### config.mk
export PLATFORM = sky130hd
export DESIGN_NAME = fetch_controller
export DESIGN_NICKNAME = d
export VERILOG_FILES = /design/src/rtl/fetch_controller_pkg.sv /design/src/rtl/fetch_buffer.sv /design/src/rtl/fetch_controller.sv
export SDC_FILE = /design/constraint.sdc
export NUM_CORES = 1
export LEC_CHECK = 0
export CORE_ASPECT_RATIO = 2
export CORE_MARGIN = 10
export CORE_UTILIZATION = 53
export CTS_CLUSTER_DIAMETER = 40
export CTS_CLUSTER_SIZE = 14
export DETAILED_ROUTE_END_ITERATION = 6
export HOLD_SLACK_MARGIN = 0.08
export PLACE_DENSITY = 0.81
export SYNTH_ARGS = -nofsm -noshare
export SYNTH_HDL_FRONTEND = slang
export SYNTH_HIERARCHICAL = 1
export SYNTH_SLANG_ARGS = --single-unit
### constraint.sdc
create_clock -name i_clk -period 2.6 [get_ports i_clk]
set_input_delay 0.39 -clock i_clk [delete_from_list [all_inputs] [get_ports i_clk]]
set_output_delay 0.39 -clock i_clk [all_outputs]
set_load 0.02 [all_outputs]
### src/rtl/fetch_controller_pkg.sv
// rtl/fetch_controller_pkg.sv - shared constants and state type for the fetch path
package fetch_controller_pkg;

    localparam logic [1:0] ST_IDLE  = 2'd0;
    localparam logic [1:0] ST_REQ   = 2'd1;
    localparam logic [1:0] ST_DRAIN = 2'd2;
    localparam logic [1:0] ST_HOLD  = 2'd3;

    localparam logic [31:0] DEFAULT_RESET_PC = 32'h0000_0000;
    localparam int          WORD_BYTES       = 4;

    typedef enum logic [1:0] {
        IDLE  = ST_IDLE,
        REQ   = ST_REQ,
        DRAIN = ST_DRAIN,
        HOLD  = ST_HOLD
    } fetch_state_t;

endpackage

### src/rtl/fetch_buffer.sv
// rtl/fetch_buffer.sv - IF/ID output bundle and freeze-time instruction buffer
module fetch_buffer #(
    parameter int PC_W    = 32,
    parameter int INSTR_W = 32
) (
    input  logic               i_clk,
    input  logic               i_rst,
    input  logic               i_load,
    input  logic               i_sel_hold,
    input  logic               i_hold_load,
    input  logic               i_flush,
    input  logic [PC_W-1:0]    i_pc,
    input  logic [INSTR_W-1:0] i_rdata,
    output logic               o_valid,
    output logic [PC_W-1:0]    o_pc,
    output logic [INSTR_W-1:0] o_instruction
);

    logic               r_valid;
    logic [PC_W-1:0]    r_pc;
    logic [INSTR_W-1:0] r_instruction;
    logic [INSTR_W-1:0] r_hold_buf;
    logic [INSTR_W-1:0] w_src;

    assign w_src = i_sel_hold ? r_hold_buf : i_rdata;

    // A flush only invalidates; pc/instruction keep their last values.
    always_ff @(posedge i_clk) begin
        if (i_rst) begin
            r_valid       <= 1'b0;
            r_pc          <= '0;
            r_instruction <= '0;
            r_hold_buf    <= '0;
        end else begin
            if (i_hold_load) begin
                r_hold_buf <= i_rdata;
            end
            if (i_flush) begin
                r_valid <= 1'b0;
            end else if (i_load) begin
                r_valid       <= 1'b1;
                r_pc          <= i_pc;
                r_instruction <= w_src;
            end
        end
    end

    assign o_valid       = r_valid;
    assign o_pc          = r_pc;
    assign o_instruction = r_instruction;

endmodule

### src/rtl/fetch_controller.sv
// rtl/fetch_controller.sv - PC owner and request/ready instruction fetch sequencer
module fetch_controller
    import fetch_controller_pkg::*;
#(
    parameter int              PC_W     = 32,
    parameter int              INSTR_W  = 32,
    parameter logic [PC_W-1:0] RESET_PC = PC_W'(DEFAULT_RESET_PC)
) (
    input  logic               i_clk,
    input  logic               i_rst,
    input  logic               i_freeze,
    input  logic               i_branch_taken,
    input  logic [PC_W-1:0]    i_branch_addr,
    output logic               o_mem_req,
    output logic [PC_W-1:0]    o_mem_addr,
    input  logic               i_mem_ready,
    input  logic [INSTR_W-1:0] i_mem_rdata,
    output logic               o_if_valid,
    output logic [PC_W-1:0]    o_if_pc,
    output logic [INSTR_W-1:0] o_if_instruction
);

    fetch_state_t    r_state, w_state_nxt;
    logic [PC_W-1:0] r_pc, w_pc_nxt;
    logic [PC_W-1:0] r_req_addr, w_req_addr_nxt;
    logic [PC_W-1:0] w_addr_inc;
    logic            w_load, w_sel_hold, w_hold_load, w_flush;

    assign w_addr_inc = r_req_addr + PC_W'(WORD_BYTES);

    always_ff @(posedge i_clk) begin
        if (i_rst) begin
            r_state    <= IDLE;
            r_pc       <= RESET_PC;
            r_req_addr <= RESET_PC;
        end else begin
            r_state    <= w_state_nxt;
            r_pc       <= w_pc_nxt;
            r_req_addr <= w_req_addr_nxt;
        end
    end

    always_comb begin
        w_state_nxt    = r_state;
        w_pc_nxt       = r_pc;
        w_req_addr_nxt = r_req_addr;
        w_load         = 1'b0;
        w_sel_hold     = 1'b0;
        w_hold_load    = 1'b0;
        w_flush        = 1'b0;
        case (r_state)
            IDLE: begin
                w_state_nxt    = REQ;
                w_req_addr_nxt = r_pc;
            end
            REQ: begin
                if (i_mem_ready) begin
                    if (i_branch_taken) begin
                        w_flush        = 1'b1;
                        w_pc_nxt       = i_branch_addr;
                        w_req_addr_nxt = i_branch_addr;
                    end else if (i_freeze) begin
                        w_hold_load = 1'b1;
                        w_state_nxt = HOLD;
                    end else begin
                        w_load         = 1'b1;
                        w_pc_nxt       = w_addr_inc;
                        w_req_addr_nxt = w_addr_inc;
                    end
                end else if (i_branch_taken) begin
                    // The bus address must stay put until the in-flight fetch completes.
                    w_flush     = 1'b1;
                    w_pc_nxt    = i_branch_addr;
                    w_state_nxt = DRAIN;
                end
            end
            DRAIN: begin
                if (i_branch_taken) begin
                    w_pc_nxt = i_branch_addr;
                end
                if (i_mem_ready) begin
                    w_req_addr_nxt = i_branch_taken ? i_branch_addr : r_pc;
                    w_state_nxt    = REQ;
                end
            end
            HOLD: begin
                if (i_branch_taken) begin
                    w_flush        = 1'b1;
                    w_pc_nxt       = i_branch_addr;
                    w_req_addr_nxt = i_branch_addr;
                    w_state_nxt    = REQ;
                end else if (!i_freeze) begin
                    w_load         = 1'b1;
                    w_sel_hold     = 1'b1;
                    w_pc_nxt       = w_addr_inc;
                    w_req_addr_nxt = w_addr_inc;
                    w_state_nxt    = REQ;
                end
            end
            default: w_state_nxt = IDLE;
        endcase
    end

    assign o_mem_req  = (r_state == REQ) || (r_state == DRAIN);
    assign o_mem_addr = r_req_addr;

    fetch_buffer #(
        .PC_W    (PC_W),
        .INSTR_W (INSTR_W)
    ) u_fetch_buffer (
        .i_clk         (i_clk),
        .i_rst         (i_rst),
        .i_load        (w_load),
        .i_sel_hold    (w_sel_hold),
        .i_hold_load   (w_hold_load),
        .i_flush       (w_flush),
        .i_pc          (w_addr_inc),
        .i_rdata       (i_mem_rdata),
        .o_valid       (o_if_valid),
        .o_pc          (o_if_pc),
        .o_instruction (o_if_instruction)
    );

endmodule

==> run summary, run 1 <==
The number of nets handed over by synthesis was 1,150. The clock drives 163 sinks. Of all cell types, the one taking the most synthesized area is sky130_fd_sc_hd__dfxtp_1. The instance area after placement is 11,070 sq um. The tools report the number of pins with negative max-slew slack in the final report as 0. For this run, the leading register cell type out of synthesis is sky130_fd_sc_hd__dfxtp_1. In the synthesized netlist, the number of instances is 1,075. The tree is rooted in a sky130_fd_sc_hd__clkbuf_16. The run finished with clean final reports.

Entering global routing, the biggest net connects 87 pins. Counting I/O delays and the setup requirement, the final critical path takes 2.376 ns. Summed over all layers, the global routing overflow is 0. The die extent in y is 205.2 microns, and the total wire length is 30.17 mm. Area of the multi-input gates: 5261 sq um. The placeable core area is 16,850 sq um. The analysis attributes to cell leakage a power of 4.076 nW. The via count of the first global-routing pass was 9,002.

The layout net count was 1,295; the number of buffer cells added on primary ports was 166. The number of post-CTS setup repair buffers was 0; the placement row count was 67. The average instance in the mapped netlist occupies 8.457 sq um. Weighted congestion reported at the end of routability-driven placement: 0.9341.

The area fraction of the dominant cell type after synthesis was 35.89%; the total via count after detailed routing was 9,143. Setup repair after global routing left no endpoint under its margin. The number of search-and-repair iterations in the first detailed-routing pass was 7; the TritonCTS buffer count was 17.

During I/O placement, the number of pins put on the boundary was 167. The maximum clock frequency is 420.9 MHz, and the final routed DRC violation total is 0. Data on the critical path is required at its endpoint by 2.96 ns. After detailed placement, the design holds a cell count of 1,408. The tools report the register area as 3263 sq um. The completed layout was analyzed and its total power is 7.446 mW. The clock skew is 0.01206 ns. Hold buffer count at CTS: 0.

The vias per cell is 6.345. The pre-CTS setup slack was 0.2577 ns; the number of setup violations in the final report was 0. The logs give 2.73 ns for the arrival time reported for the critical path endpoint and 21.28 mm for the final HPWL from detailed placement. In this run the worst hold path is classified as reg2reg. Floorplan die width: 112.6 microns. Of all nets on the critical path, the largest fanout is 12.

Global routing used 25.04% of the available tracks across all layers. The finished cells cover 11,660 sq um. For this run, asynchronously set or reset flops after synthesis account for 0%. Across the VDD grid, the largest voltage drop is 0.0004612 V. Once detail routing completed, the nets flagged for antenna violations numbered 0. The routed length per placed instance is 20.93 microns, and the number of enable-type register cells in the synthesized netlist is 0.

After synthesis the cells add up to 9091 sq um. The actual transition at the worst max-transition pin was 0.7872 ns. TritonCTS built the clock tree. The run gives 898 as the number of DRC markers in iteration 0. The maximum count of clock buffers along a single path is 2.

Once the clock tree was built, the resizer swapped 0 gates to a different size. The tools report the die footprint as 23,110 sq um. Setup slack closes at 0.2242 ns.

The worst setup path is of the reg2reg kind. The hold violation total from the final report was 0; the worst relative slew slack was 47.52%. In the final layout, the share of cells above drive strength 1 is 14.68%. The run gives 47.49 mm as the global-route wire length before repair. The worst setup path is captured at a flip-flop.

The initial utilization of the core area, before any placement, comes to 53.95%. The number of synthesized register bits is 163, and the final worst-path cycle share is 91.38%. The tools report the initial antenna violation count as 1. Excluding fillers, the count of instances in the completed layout stands at 1,441.

The total negative setup slack was 0 ns; the layout filler cell count was 1,357. Ranked by total cell area, the synthesized netlist is headed by sky130_fd_sc_hd__dfxtp_1 36%, sky130_fd_sc_hd__mux2i_1 8.6%, sky130_fd_sc_hd__nand2_1 4.7%. Clock input transition at the sequential cells of the worst setup and hold paths: 0.07 ns. The total power divided by cell area was 638.5 nW/um^2. For the number of unique standard cell types used by synthesis, the log shows 72. The tool flagged a number of max-cap violations equal to 0. Hold is met by 0.4534 ns. The tools report the clock network latency to the later pin of the worst-skew pair as 0.43 ns.

The tools report the final cell utilization of the core as 69.21%. The growth of design area from synthesis to finish was 28.28%; the share of synthesized area occupied by flip-flops and latches was 35.89%. The Yosys step of the flow raised 6 warnings. In this run the number of H-tree levels came out at 4. STA classifies the critical path startpoint as a flip-flop.
path summary, 6_finish.rpt:
path / start / end / slack [ns] / cells past startpoint
worst max-delay path: o_mem_addr[12]$_SDFFE_PP0P_ / u_fetch_buffer/o_pc[31]$_SDFFE_PP0P_ / 0.22 / 6
worst min-delay path: u_fetch_buffer/o_pc[6]$_SDFFE_PP0P_ / u_fetch_buffer/o_pc[6]$_SDFFE_PP0P_ / 0.45 / 2
worst max register to register: o_mem_addr[12]$_SDFFE_PP0P_ / u_fetch_buffer/o_pc[31]$_SDFFE_PP0P_ / 0.22 / 6
worst min register to register: u_fetch_buffer/o_pc[6]$_SDFFE_PP0P_ / u_fetch_buffer/o_pc[6]$_SDFFE_PP0P_ / 0.45 / 2
kinds of logic (layout without fill, tap and decap cells):
group | Yosys count | after routing | synth area share, %
flip-flops | 163 | 163 | 35.89
adder cells (fa/ha/maj) | 6 | 6 | 0.8257
other | 0 | 1 | 0
XOR/XNOR | 22 | 22 | 2.119
multiplexers | 81 | 81 | 8.960
AND/OR/NAND/NOR | 355 | 355 | 18.77
AO/OA/AOI/OAI | 328 | 328 | 27.14
buffers and inverters | 120 | 278 | 6.289
registers in the layout, indices dropped and copies added, names as in the netlist:
| signal | cells |
|---|---|
| u_fetch_buffer/o_pc | 32 |
| o_mem_addr | 32 |
| r_pc | 32 |
| u_fetch_buffer/o_valid | 1 |
| u_fetch_buffer/o_instruction | 32 |
| r_state | 2 |
| u_fetch_buffer/r_hold_buf | 32 |
cells in the final DEF, fill, tap and decap left out, types with 7 or more instances in the layout:
master / synthesis / routed
sky130_fd_sc_hd__a2111oi_0: 9 / 9
sky130_fd_sc_hd__a211oi_1: 8 / 8
sky130_fd_sc_hd__a211oi_2: 30 / 30
sky130_fd_sc_hd__a21oi_1: 72 / 72
sky130_fd_sc_hd__a21oi_2: 10 / 10
sky130_fd_sc_hd__a221o_1: 7 / 7
sky130_fd_sc_hd__a221oi_1: 21 / 21
sky130_fd_sc_hd__a22o_1: 11 / 11
sky130_fd_sc_hd__a22oi_1: 27 / 27
sky130_fd_sc_hd__buf_12: 0 / 8
sky130_fd_sc_hd__buf_4: 9 / 54
sky130_fd_sc_hd__clkbuf_16: 0 / 17
sky130_fd_sc_hd__clkdlybuf4s50_1: 0 / 164
sky130_fd_sc_hd__dfxtp_1: 163 / 163
sky130_fd_sc_hd__inv_1: 19 / 19
sky130_fd_sc_hd__mux2i_1: 78 / 78
sky130_fd_sc_hd__nand2_1: 115 / 115
sky130_fd_sc_hd__nand2_2: 10 / 10
sky130_fd_sc_hd__nand2b_1: 8 / 8
sky130_fd_sc_hd__nand3_1: 16 / 16
sky130_fd_sc_hd__nand4_1: 8 / 8
sky130_fd_sc_hd__nor2_1: 110 / 110
sky130_fd_sc_hd__nor3_1: 27 / 27
sky130_fd_sc_hd__nor4_1: 10 / 10
sky130_fd_sc_hd__o21ai_0: 49 / 49
sky130_fd_sc_hd__o21ba_2: 8 / 8
sky130_fd_sc_hd__o221ai_1: 21 / 21
sky130_fd_sc_hd__o22ai_1: 8 / 8
sky130_fd_sc_hd__or2_2: 11 / 11
sky130_fd_sc_hd__xnor2_1: 10 / 10
sky130_fd_sc_hd__xor2_1: 12 / 12
power breakdown:
group | leakage [nW] | switching (mW) | internal [mW]
clock network | 0.279 | 1.08 | 1.46
logic | 2.47 | 1.16 | 0.843
registers | 1.33 | 0.216 | 2.69
synth_stat cells, types with 24 or more instances:
library cell               number
sky130_fd_sc_hd__dfxtp_1      163
sky130_fd_sc_hd__nand2_1      115
sky130_fd_sc_hd__nor2_1       110
sky130_fd_sc_hd__mux2i_1       78
sky130_fd_sc_hd__a21oi_1       72
sky130_fd_sc_hd__clkbuf_1      55
sky130_fd_sc_hd__o21ai_0       49
sky130_fd_sc_hd__a211oi_2      30
sky130_fd_sc_hd__a22oi_1       27
sky130_fd_sc_hd__nor3_1        27
sky130_fd_sc_hd__buf_2         24
critical path, cell delays in order (launching register included):
cell and delay [ns]:
sky130_fd_sc_hd__dfxtp_1 0.46, sky130_fd_sc_hd__nand4_4 0.21, sky130_fd_sc_hd__or4_4 0.66, sky130_fd_sc_hd__nor4_4 0.39, sky130_fd_sc_hd__xor2_1 0.33, sky130_fd_sc_hd__nand2_1 0.11, sky130_fd_sc_hd__a21oi_1 0.13
final cells by class:
| type | count | area share [%] |
|---|---|---|
| clock inverters | 13 | 1.287 |
| diodes | 1 | 0.02146 |
| flip-flops and latches | 163 | 27.98 |
| inverters | 19 | 0.6115 |
| well taps | 207 | 2.221 |
| repair buffers | 227 | 18.97 |
| multi-input cells | 792 | 45.11 |
| clock buffers | 19 | 3.798 |
metal layers:
metal / GRT usage, % / up-vias / share of wire [%]
met2: 43.88 / 501 / 51
li1: - / 4222 / -
met1: 26.22 / 4292 / 36
met4: 17.67 / 0 / 5.8
met5: 0 / - / 0
met3: 4.549 / 128 / 7.0
Power figures use the tool's default switching activity.
==> run 2, diff against run 1 <==
--- a/config.mk
+++ b/config.mk
@@ -13,6 +13,7 @@
 export DETAILED_ROUTE_END_ITERATION = 6
 export HOLD_SLACK_MARGIN = 0.08
 export PLACE_DENSITY = 0.81
+export SLEW_MARGIN = 20
 export SYNTH_ARGS = -nofsm -noshare
 export SYNTH_HDL_FRONTEND = slang
 export SYNTH_HIERARCHICAL = 1
==> results of run 2 <==
The final DEF is identical to that of run 1; final timing and power are the same.
